**src/rtl/mem_arbiter.sv**
```systemverilog
// mem_arbiter
// -----------------------------------------------------------------------------
// Two-master arbiter in front of a single-port RAM. The CPU FSM and a
// debug/loader port each raise a request; the arbiter grants one of them,
// runs a fixed-length RAM access of WAIT_STATES cycles, then pulses that
// requester's ready/ack for one cycle.
//
// Handshake (both ports): the requester raises cpu_cs / dbg_req together with
// stable we/addr/wdata and holds it until it sees its one-cycle
// cpu_ready / dbg_ack. Command fields are latched at grant, so anything the
// requester changes during ACCESS or DONE has no effect on the transfer in
// flight. A request still high in the IDLE cycle after DONE is a new transfer.
//
// Optional feature: define MEM_ARB_RR_EN to break simultaneous requests
// round-robin (CPU first after reset). Without it the CPU always wins a tie.
//
// Ports
//   CLK, RST            clock, asynchronous active-high reset
//   cpu_cs/we/addr/wdata CPU request, cpu_ready / cpu_rdata completion + data
//   dbg_req/we/addr/wdata debug request, dbg_ack / dbg_rdata completion + data
//   ram_cs/we/addr/wdata RAM command (zero outside ACCESS), ram_rdata return
//   dbg_fsm_state        current FSM state (IDLE=0, ACCESS=1, DONE=2)
// -----------------------------------------------------------------------------
module mem_arbiter #(
    parameter int unsigned WAIT_STATES = 2
) (
    input  logic        CLK,
    input  logic        RST,
    input  logic        cpu_cs,
    input  logic        cpu_we,
    input  logic [15:0] cpu_addr,
    input  logic [15:0] cpu_wdata,
    output logic        cpu_ready,
    output logic [15:0] cpu_rdata,
    input  logic        dbg_req,
    input  logic        dbg_we,
    input  logic [15:0] dbg_addr,
    input  logic [15:0] dbg_wdata,
    output logic        dbg_ack,
    output logic [15:0] dbg_rdata,
    output logic        ram_cs,
    output logic        ram_we,
    output logic [15:0] ram_addr,
    output logic [15:0] ram_wdata,
    input  logic [15:0] ram_rdata,
    output logic [1:0]  dbg_fsm_state
);

    typedef enum logic [1:0] {
        IDLE   = 2'd0,
        ACCESS = 2'd1,
        DONE   = 2'd2
    } state_t;

    localparam logic       OWNER_CPU = 1'b0;
    localparam logic       OWNER_DBG = 1'b1;
    // Counter value on the final ACCESS cycle.
    localparam logic [3:0] LAST_CNT  = 4'(WAIT_STATES - 1);

    state_t      state_q, state_d;
    logic [3:0]  cnt_q, cnt_d;
    logic        owner_q, owner_d;
    logic        we_q, we_d;
    logic [15:0] addr_q, addr_d;
    logic [15:0] wdata_q, wdata_d;
    logic [15:0] cpu_rdata_q, cpu_rdata_d;
    logic [15:0] dbg_rdata_q, dbg_rdata_d;
    logic        grant_dbg;
    logic        in_access;

`ifdef MEM_ARB_RR_EN
    // Remembers who won the previous grant; reset to DBG so the CPU takes the
    // first tie after reset.
    logic        last_grant_q, last_grant_d;

    always_comb begin
        grant_dbg = dbg_req && !cpu_cs;
        if (cpu_cs && dbg_req) begin
            grant_dbg = (last_grant_q == OWNER_CPU);
        end
    end

    always_comb begin
        last_grant_d = last_grant_q;
        if (state_q == IDLE && (cpu_cs || dbg_req)) begin
            last_grant_d = grant_dbg;
        end
    end

    always_ff @(posedge CLK or posedge RST) begin
        if (RST) begin
            last_grant_q <= OWNER_DBG;
        end else begin
            last_grant_q <= last_grant_d;
        end
    end
`else
    // Fixed priority: debug only wins when the CPU is not asking.
    always_comb begin
        grant_dbg = dbg_req && !cpu_cs;
    end
`endif

    always_comb begin
        state_d     = state_q;
        cnt_d       = cnt_q;
        owner_d     = owner_q;
        we_d        = we_q;
        addr_d      = addr_q;
        wdata_d     = wdata_q;
        cpu_rdata_d = cpu_rdata_q;
        dbg_rdata_d = dbg_rdata_q;

        case (state_q)
            IDLE: begin
                if (cpu_cs || dbg_req) begin
                    state_d = ACCESS;
                    cnt_d   = 4'd0;
                    owner_d = grant_dbg;
                    we_d    = grant_dbg ? dbg_we    : cpu_we;
                    addr_d  = grant_dbg ? dbg_addr  : cpu_addr;
                    wdata_d = grant_dbg ? dbg_wdata : cpu_wdata;
                end
            end
            ACCESS: begin
                if (cnt_q == LAST_CNT) begin
                    state_d = DONE;
                    cnt_d   = 4'd0;
                    // RAM data is valid on the last ACCESS cycle; only reads
                    // update the owner's data register.
                    if (!we_q) begin
                        if (owner_q == OWNER_DBG) begin
                            dbg_rdata_d = ram_rdata;
                        end else begin
                            cpu_rdata_d = ram_rdata;
                        end
                    end
                end else begin
                    cnt_d = cnt_q + 4'd1;
                end
            end
            DONE: begin
                state_d = IDLE;
            end
            default: begin
                state_d = IDLE;
            end
        endcase
    end

    always_ff @(posedge CLK or posedge RST) begin
        if (RST) begin
            state_q     <= IDLE;
            cnt_q       <= 4'd0;
            owner_q     <= OWNER_CPU;
            we_q        <= 1'b0;
            addr_q      <= 16'd0;
            wdata_q     <= 16'd0;
            cpu_rdata_q <= 16'd0;
            dbg_rdata_q <= 16'd0;
        end else begin
            state_q     <= state_d;
            cnt_q       <= cnt_d;
            owner_q     <= owner_d;
            we_q        <= we_d;
            addr_q      <= addr_d;
            wdata_q     <= wdata_d;
            cpu_rdata_q <= cpu_rdata_d;
            dbg_rdata_q <= dbg_rdata_d;
        end
    end

    // RAM command is decoded from the state register so that an asynchronous
    // reset drops it immediately.
    assign in_access     = (state_q == ACCESS);
    assign ram_cs        = in_access;
    assign ram_we        = in_access && we_q;
    assign ram_addr      = in_access ? addr_q  : 16'd0;
    assign ram_wdata     = in_access ? wdata_q : 16'd0;

    // Single owner bit makes ready and ack mutually exclusive.
    assign cpu_ready     = (state_q == DONE) && (owner_q == OWNER_CPU);
    assign dbg_ack       = (state_q == DONE) && (owner_q == OWNER_DBG);
    assign cpu_rdata     = cpu_rdata_q;
    assign dbg_rdata     = dbg_rdata_q;
    assign dbg_fsm_state = state_q;

endmodule

```
**config.mk**
```make
export PLATFORM = sky130hd
export DESIGN_NAME = mem_arbiter
export DESIGN_NICKNAME = d
export VERILOG_FILES = /design/src/rtl/mem_arbiter.sv
export SDC_FILE = /design/constraint.sdc
export NUM_CORES = 1
export LEC_CHECK = 0
export CAP_MARGIN = 20
export CELL_PAD_IN_SITES_DETAIL_PLACEMENT = 1
export CELL_PAD_IN_SITES_GLOBAL_PLACEMENT = 1
export CORE_MARGIN = 4
export CORE_UTILIZATION = 25
export CTS_CLUSTER_DIAMETER = 120
export DETAILED_ROUTE_END_ITERATION = 7
export PLACE_DENSITY = 0.63
export SYNTH_ARGS = -nofsm -noshare
export SYNTH_HDL_FRONTEND = slang
export SYNTH_SLANG_ARGS = --single-unit
```
**constraint.sdc**
```tcl
create_clock -name CLK -period 5.85 [get_ports CLK]
set_input_delay 0.8775 -clock CLK [delete_from_list [all_inputs] [get_ports CLK]]
set_output_delay 0.8775 -clock CLK [all_outputs]
set_load 0.01 [all_outputs]
```
==> flow_metrics.py, run 1 <==
metrics = {
    "logic_synthesis": {
        "synthAdderAreaFrac": 0.007143,
        "synthFlopType": "dfrtp_1",
        "synthXorXnorAreaFrac": 0,
        "seq_area_frac_synth": 0.5143,
        "syn_avg_cell_area_um2": 13.85,
        "muxShareOfSynthArea": 0.3364,
        "synth_area_um2": 3503,
        "synth_warnings": 0,
        "syn_inst": 253,
        "synth_seq_cells": 72,
        "synth_top_family_by_area": "multiplexers",
        "synth-simple-area-share": 0.09464,
        "syn_nets": 341,
        "synth_compound_area_frac": 0.01357,
        "synthArstFlopShare": 1.000,
        "synthDistinctLibCells": 25,
        "synth_edf_count": 0,
    },
    "power": {
        "peakVddDrop_mv": 0.1864,
        "p_leak_nw": 2.259,
        "cellPowerDensity_nw_per_um2": 518.7,
    },
    "clock_tree": {
        "insertion_delay_ps": 340,
        "postCtsSetupRepairBufs": 0,
        "hold_buffers": 0,
        "cts-root-buf": "clkbuf_16",
        "clockBufferDepth": 2,
        "clock_sinks": 72,
        "cts.repair.resized": 0,
        "cts_buffers": 9,
        "h-tree-depth": 3,
        "clkTransAtPathRegs_ps": 50,
        "cts_tree": "yes",
    },
    "layout": {
        "fillers": 1442,
        "multi_input_area_um2": 1592,
        "antennaDiodeCount": 0,
        "fin_nets": 494,
        "layout.cells.most_common": "clkdlybuf4s50_1",
        "layout_common_cells": "155 x clkdlybuf4s50_1, 78 x mux2_2, 72 x dfrtp_1",
        "finalNonFillerCells": 587,
        "final_core_util": 0.4064,
        "syn2layout_area_growth_pct": 56.68,
        "regArea_um2": 1802,
        "drive_above_1_share": 0.2895,
    },
    "setup_path": {
        "cp_max_fo": 22,
        "startpoint_type": "flip-flop",
        "reg2regPathDepth": 5,
        "ff2ff_setup_slack_ps": 3370,
        "crit_end": "ram_addr[5]",
        "timing.rr.start": "cnt_q[1]",
        "critical_path_arrival_ps": 2510,
        "required_ps": 4970,
        "startpoint": "dbg_fsm_state[1]",
        "r2r-end": "cpu_rdata[7]",
        "worstSetupPathType": "flip-flop to primary output",
        "cp-end-kind": "primary output",
    },
    "route": {
        "drtIter0Drc": 61,
        "finalWirelength_um": 10230,
        "antenna_left": 0,
        "route.detailed.drc": 0,
        "viasPerCell": 4.307,
        "wl_per_cell_um": 17.43,
        "route.vias.total": 2528,
        "firstDrtPassIters": 3,
    },
    "hold_path": {
        "hold_path.class": "flip-flop to flip-flop",
    },
    "global_route": {
        "grt_max_degree": 44,
        "grt_overflow": 0,
        "grt_pass1_wl_um": 16340,
        "antenna_found_initial": 0,
        "grt_pass1_vias": 2830,
        "track_usage": 0.1312,
    },
    "sta": {
        "hold_violations": 0,
        "slew_viol_final": 0,
        "maxSlewHeadroom": 0.3444,
        "holdWs_ps": 495.4,
        "min_period_ps": 3390,
        "final.setup.tns_ps": 0,
        "min_period_over_period": 0.5795,
        "setup_viol": 0,
        "rsz0062_at_grt": "no",
        "tightest_slew_ps": 983.4,
        "fmax_mhz": 295.0,
        "clock_skew_ps": 6.598,
    },
    "die": {
        "die_h_um": 126.4,
        "core_area_um2": 13510,
        "std_cell_rows": 42,
        "die-area_um2": 15970,
        "initial_core_util": 0.2594,
        "num_io_pins": 156,
        "fp.dieW_um": 126.4,
    },
    "placed_design": {
        "place_hpwl_um": 7443,
        "io_buffers": 155,
        "dp.cells": 571,
        "gp_congestion": 0.7075,
    },
    "run_status": {
        "status": "completed",
    },
    "run": {
        "cap_violations": 0,
    },
}
state kept, by name, summed over array words and instances (netlist names):
name	flops
dbg_rdata	16
cnt_q	4
cpu_rdata	16
dbg_fsm_state	2
we_q	1
addr_q	16
wdata_q	16
owner_q	1
synth_stat cells, drive strengths merged (2+ instances only):
cell    number  area share
a21oi        2      0.0029
and2        33       0.059
buf          6       0.020
clkbuf       9      0.0096
dfrtp       72        0.51
ha           2      0.0071
inv          4      0.0043
mux2        98        0.34
nand2b       3      0.0054
nand3        4      0.0057
nor2         2      0.0021
nor3b        2      0.0043
o21ai        6      0.0086
or4          2      0.0043
where the power goes:
part | total, mW | switching, mW | internal [mW]
Combinational | 1.45 | 0.552 | 0.898
Sequential | 0.891 | 0.139 | 0.752
Clock | 0.507 | 0.219 | 0.288
Total | 2.85 | 0.910 | 1.94
cell type report:
cell class	instances	area share
Clock buffer	10	0.04171
Clock inverter	6	0.008206
Inverter	4	0.002735
Multi-Input combinational cell	162	0.2899
Sequential cell	72	0.3282
Tap cell	176	0.04012
Timing Repair Buffer	157	0.2890
logic make-up after synthesis:
logic type	Yosys count
buffers and inverters	19
multiplexers	98
AO/OA/AOI/OAI	9
adder cells (fa/ha/maj)	2
AND/OR/NAND/NOR	53
flip-flops	72
metrics by stage:
stage               power (mW)  area [um^2]  worst slack [ps]
global route             3.037         5489              2272
detailed placement       2.378         5215              2700
floorplan                1.599         3503              3148
CTS                      2.912         5489              2379
finish                   2.847         5489              2460
global placement         2.319         5187              2512
critical path, cell delays in order, from the launching register on:
cell and delay, ps:
dfrtp_1 480, nand2b_1 260, inv_1 500, buf_16 230, and2_1 150, clkdlybuf4s50_1 550
metal layers:
metal	track usage	vias up	wire length (um)
li1	-	1187	-
met1	0.1544	1260	4062
met2	0.2232	65	5420
met3	0.03237	16	488
met4	0.06372	0	263
met5	0	-	0
worst min path at each step:
stage,start,end,slack [ps],cells past startpoint
floorplan,addr_q[3],addr_q[3],470,1
global placement,addr_q[7],addr_q[7],480,1
detailed placement,wdata_q[13],wdata_q[13],490,1
CTS,wdata_q[13],wdata_q[13],500,1
global route,wdata_q[11],wdata_q[11],510,1
finish,wdata_q[13],wdata_q[13],500,1
Note: power is estimated with default switching activity, not from simulation.
==> run 2, diff against run 1 <==
Settings changed: PLACE_DENSITY 0.63 to 0.65.
Clock period 5.85 ns to 2.95 ns, I/O delays scaled along.
==> flow_metrics.py, run 2 (same netlist as run 1, synthesis figures left out) <==
metrics = {
    "route": {
        "viasPerCell": 4.367,
        "finalWirelength_um": 9919,
        "wl_per_cell_um": 16.78,
        "firstDrtPassIters": 4,
        "antenna_left": 0,
        "route.vias.total": 2581,
        "route.detailed.drc": 0,
        "drtIter0Drc": 57,
    },
    "die": {
        "num_io_pins": 156,
        "die_h_um": 126.4,
        "initial_core_util": 0.2594,
        "core_area_um2": 13510,
        "std_cell_rows": 42,
        "fp.dieW_um": 126.4,
        "die-area_um2": 15970,
    },
    "run": {
        "cap_violations": 0,
    },
    "setup_path": {
        "worstSetupPathType": "flip-flop to primary output",
        "cp-end-kind": "primary output",
        "cp_max_fo": 21,
        "startpoint_type": "flip-flop",
        "ff2ff_setup_slack_ps": 820,
        "critical_path_arrival_ps": 2110,
        "required_ps": 2510,
    },
    "layout": {
        "drive_above_1_share": 0.2964,
        "final_core_util": 0.4139,
        "fillers": 1468,
        "final_cell_area_um2": 5590,
        "antennaDiodeCount": 0,
        "syn2layout_area_growth_pct": 59.57,
        "layout.cells.most_common": "clkdlybuf4s50_1",
        "fin_nets": 500,
        "layout_common_cells": "155 x clkdlybuf4s50_1, 78 x mux2_2, 72 x dfrtp_1",
    },
    "sta": {
        "clock_skew_ps": 10.14,
        "hold_violations": 0,
        "tightest_slew_ps": 572.3,
        "rsz0062_at_grt": "no",
        "min_period_over_period": 0.8641,
        "maxSlewHeadroom": 0.6180,
        "slew_viol_final": 0,
        "final.setup.tns_ps": 0,
        "min_period_ps": 2549,
        "fmax_mhz": 392.3,
        "setup_viol": 0,
    },
    "clock_tree": {
        "postCtsSetupRepairBufs": 0,
        "cts-root-buf": "clkbuf_16",
        "h-tree-depth": 3,
        "clock_sinks": 72,
        "clkTransAtPathRegs_ps": 60,
        "cts.repair.resized": 0,
        "hold_buffers": 0,
        "cts_tree": "yes",
        "insertion_delay_ps": 340,
        "clockBufferDepth": 2,
        "cts_buffers": 9,
    },
    "placed_design": {
        "io_buffers": 155,
        "place_hpwl_um": 7507,
        "dpl_cell_area_um2": 5266,
        "gp_congestion": 0.7335,
    },
    "global_route": {
        "grt_max_degree": 33,
        "antenna_found_initial": 0,
        "grt_pass1_vias": 3009,
        "track_usage": 0.1309,
        "grt_pass1_wl_um": 16400,
        "grt_overflow": 0,
    },
    "power": {
        "cellPowerDensity_nw_per_um2": 1043,
        "peakVddDrop_mv": 0.3742,
        "p_leak_nw": 2.319,
    },
    "hold_path": {
        "hold_path.class": "input port to async pin",
    },
    "run_status": {
        "status": "completed",
    },
}
==> run 2: changes by cell type in the layout (fill, tap and decap cells not counted), moves of 2 or more <==
| cell | delta |
|---|---|
| buf_12 | +2 |
| buf_4 | +5 |
| bufinv_16 | +3 |
| clkinvlp_4 | -3 |
==> run 2: stage by stage <==
step | power, mW | cells | hold WS, ps | setup slack, ps
global placement | 4.632 | 577 | 483.0 | 677.3
floorplan | 3.171 | 253 | 472.1 | 682.6
global route | 6.244 | 591 | 510.4 | 235.2
detailed placement | 4.700 | 577 | 489.2 | 614.7
finish | 5.833 | 591 | 468.4 | 400.9
CTS | 5.976 | 591 | 486.7 | 365.0
==> run 2: final cells by class <==
cell class | instances | area [um^2] | share of cell area
sequential | 72 | 1802 | 0.3223
clock inverter | 4 | 95.09 | 0.01701
multi-input combinational | 162 | 1592 | 0.2847
tap | 176 | 220.2 | 0.03939
inverter | 4 | 16.27 | 0.002910
timing repair buffer | 163 | 1637 | 0.2927
clock buffer | 10 | 229.0 | 0.04096
==> run 2: path summary, 6_finish.rpt <==
path,from,end,depth (start not counted)
max,dbg_fsm_state[1],ram_wdata[5],5
min,RST,dbg_fsm_state[0],2
max reg2reg,cnt_q[1],cpu_rdata[8],6
min reg2reg,wdata_q[8],wdata_q[8],1
max in group asynchronous,RST,cpu_rdata[2],3
min in group CLK,wdata_q[8],wdata_q[8],1
==> run 2: worst max-delay path: stages, from the launching register on <==
cell             delay [ps]
dfrtp_1                 470
nand2b_1                240
inv_1                   100
buf_4                   220
and2_1                  160
clkdlybuf4s50_1         570
==> run 2: metal layers <==
metal  vias up  track usage  share of wire
met3        15      0.05338          0.069
met1      1280       0.1494           0.41
met5         -            0              0
met4         0      0.04353          0.020
met2        91       0.2226           0.50
li1       1195            -              -
==> run 2: where the power goes <==
group          total (mW)  internal (mW)  switching, mW
Clock                1.22          0.815          0.403
Sequential           1.78           1.49          0.286
Combinational        2.84           1.78           1.05
==> run 3, diff against run 2 <==
Settings changed: CTS_CLUSTER_DIAMETER 120 to not set.
==> results of run 3 <==
Final layout, timing and power as in run 2 (identical DEF).
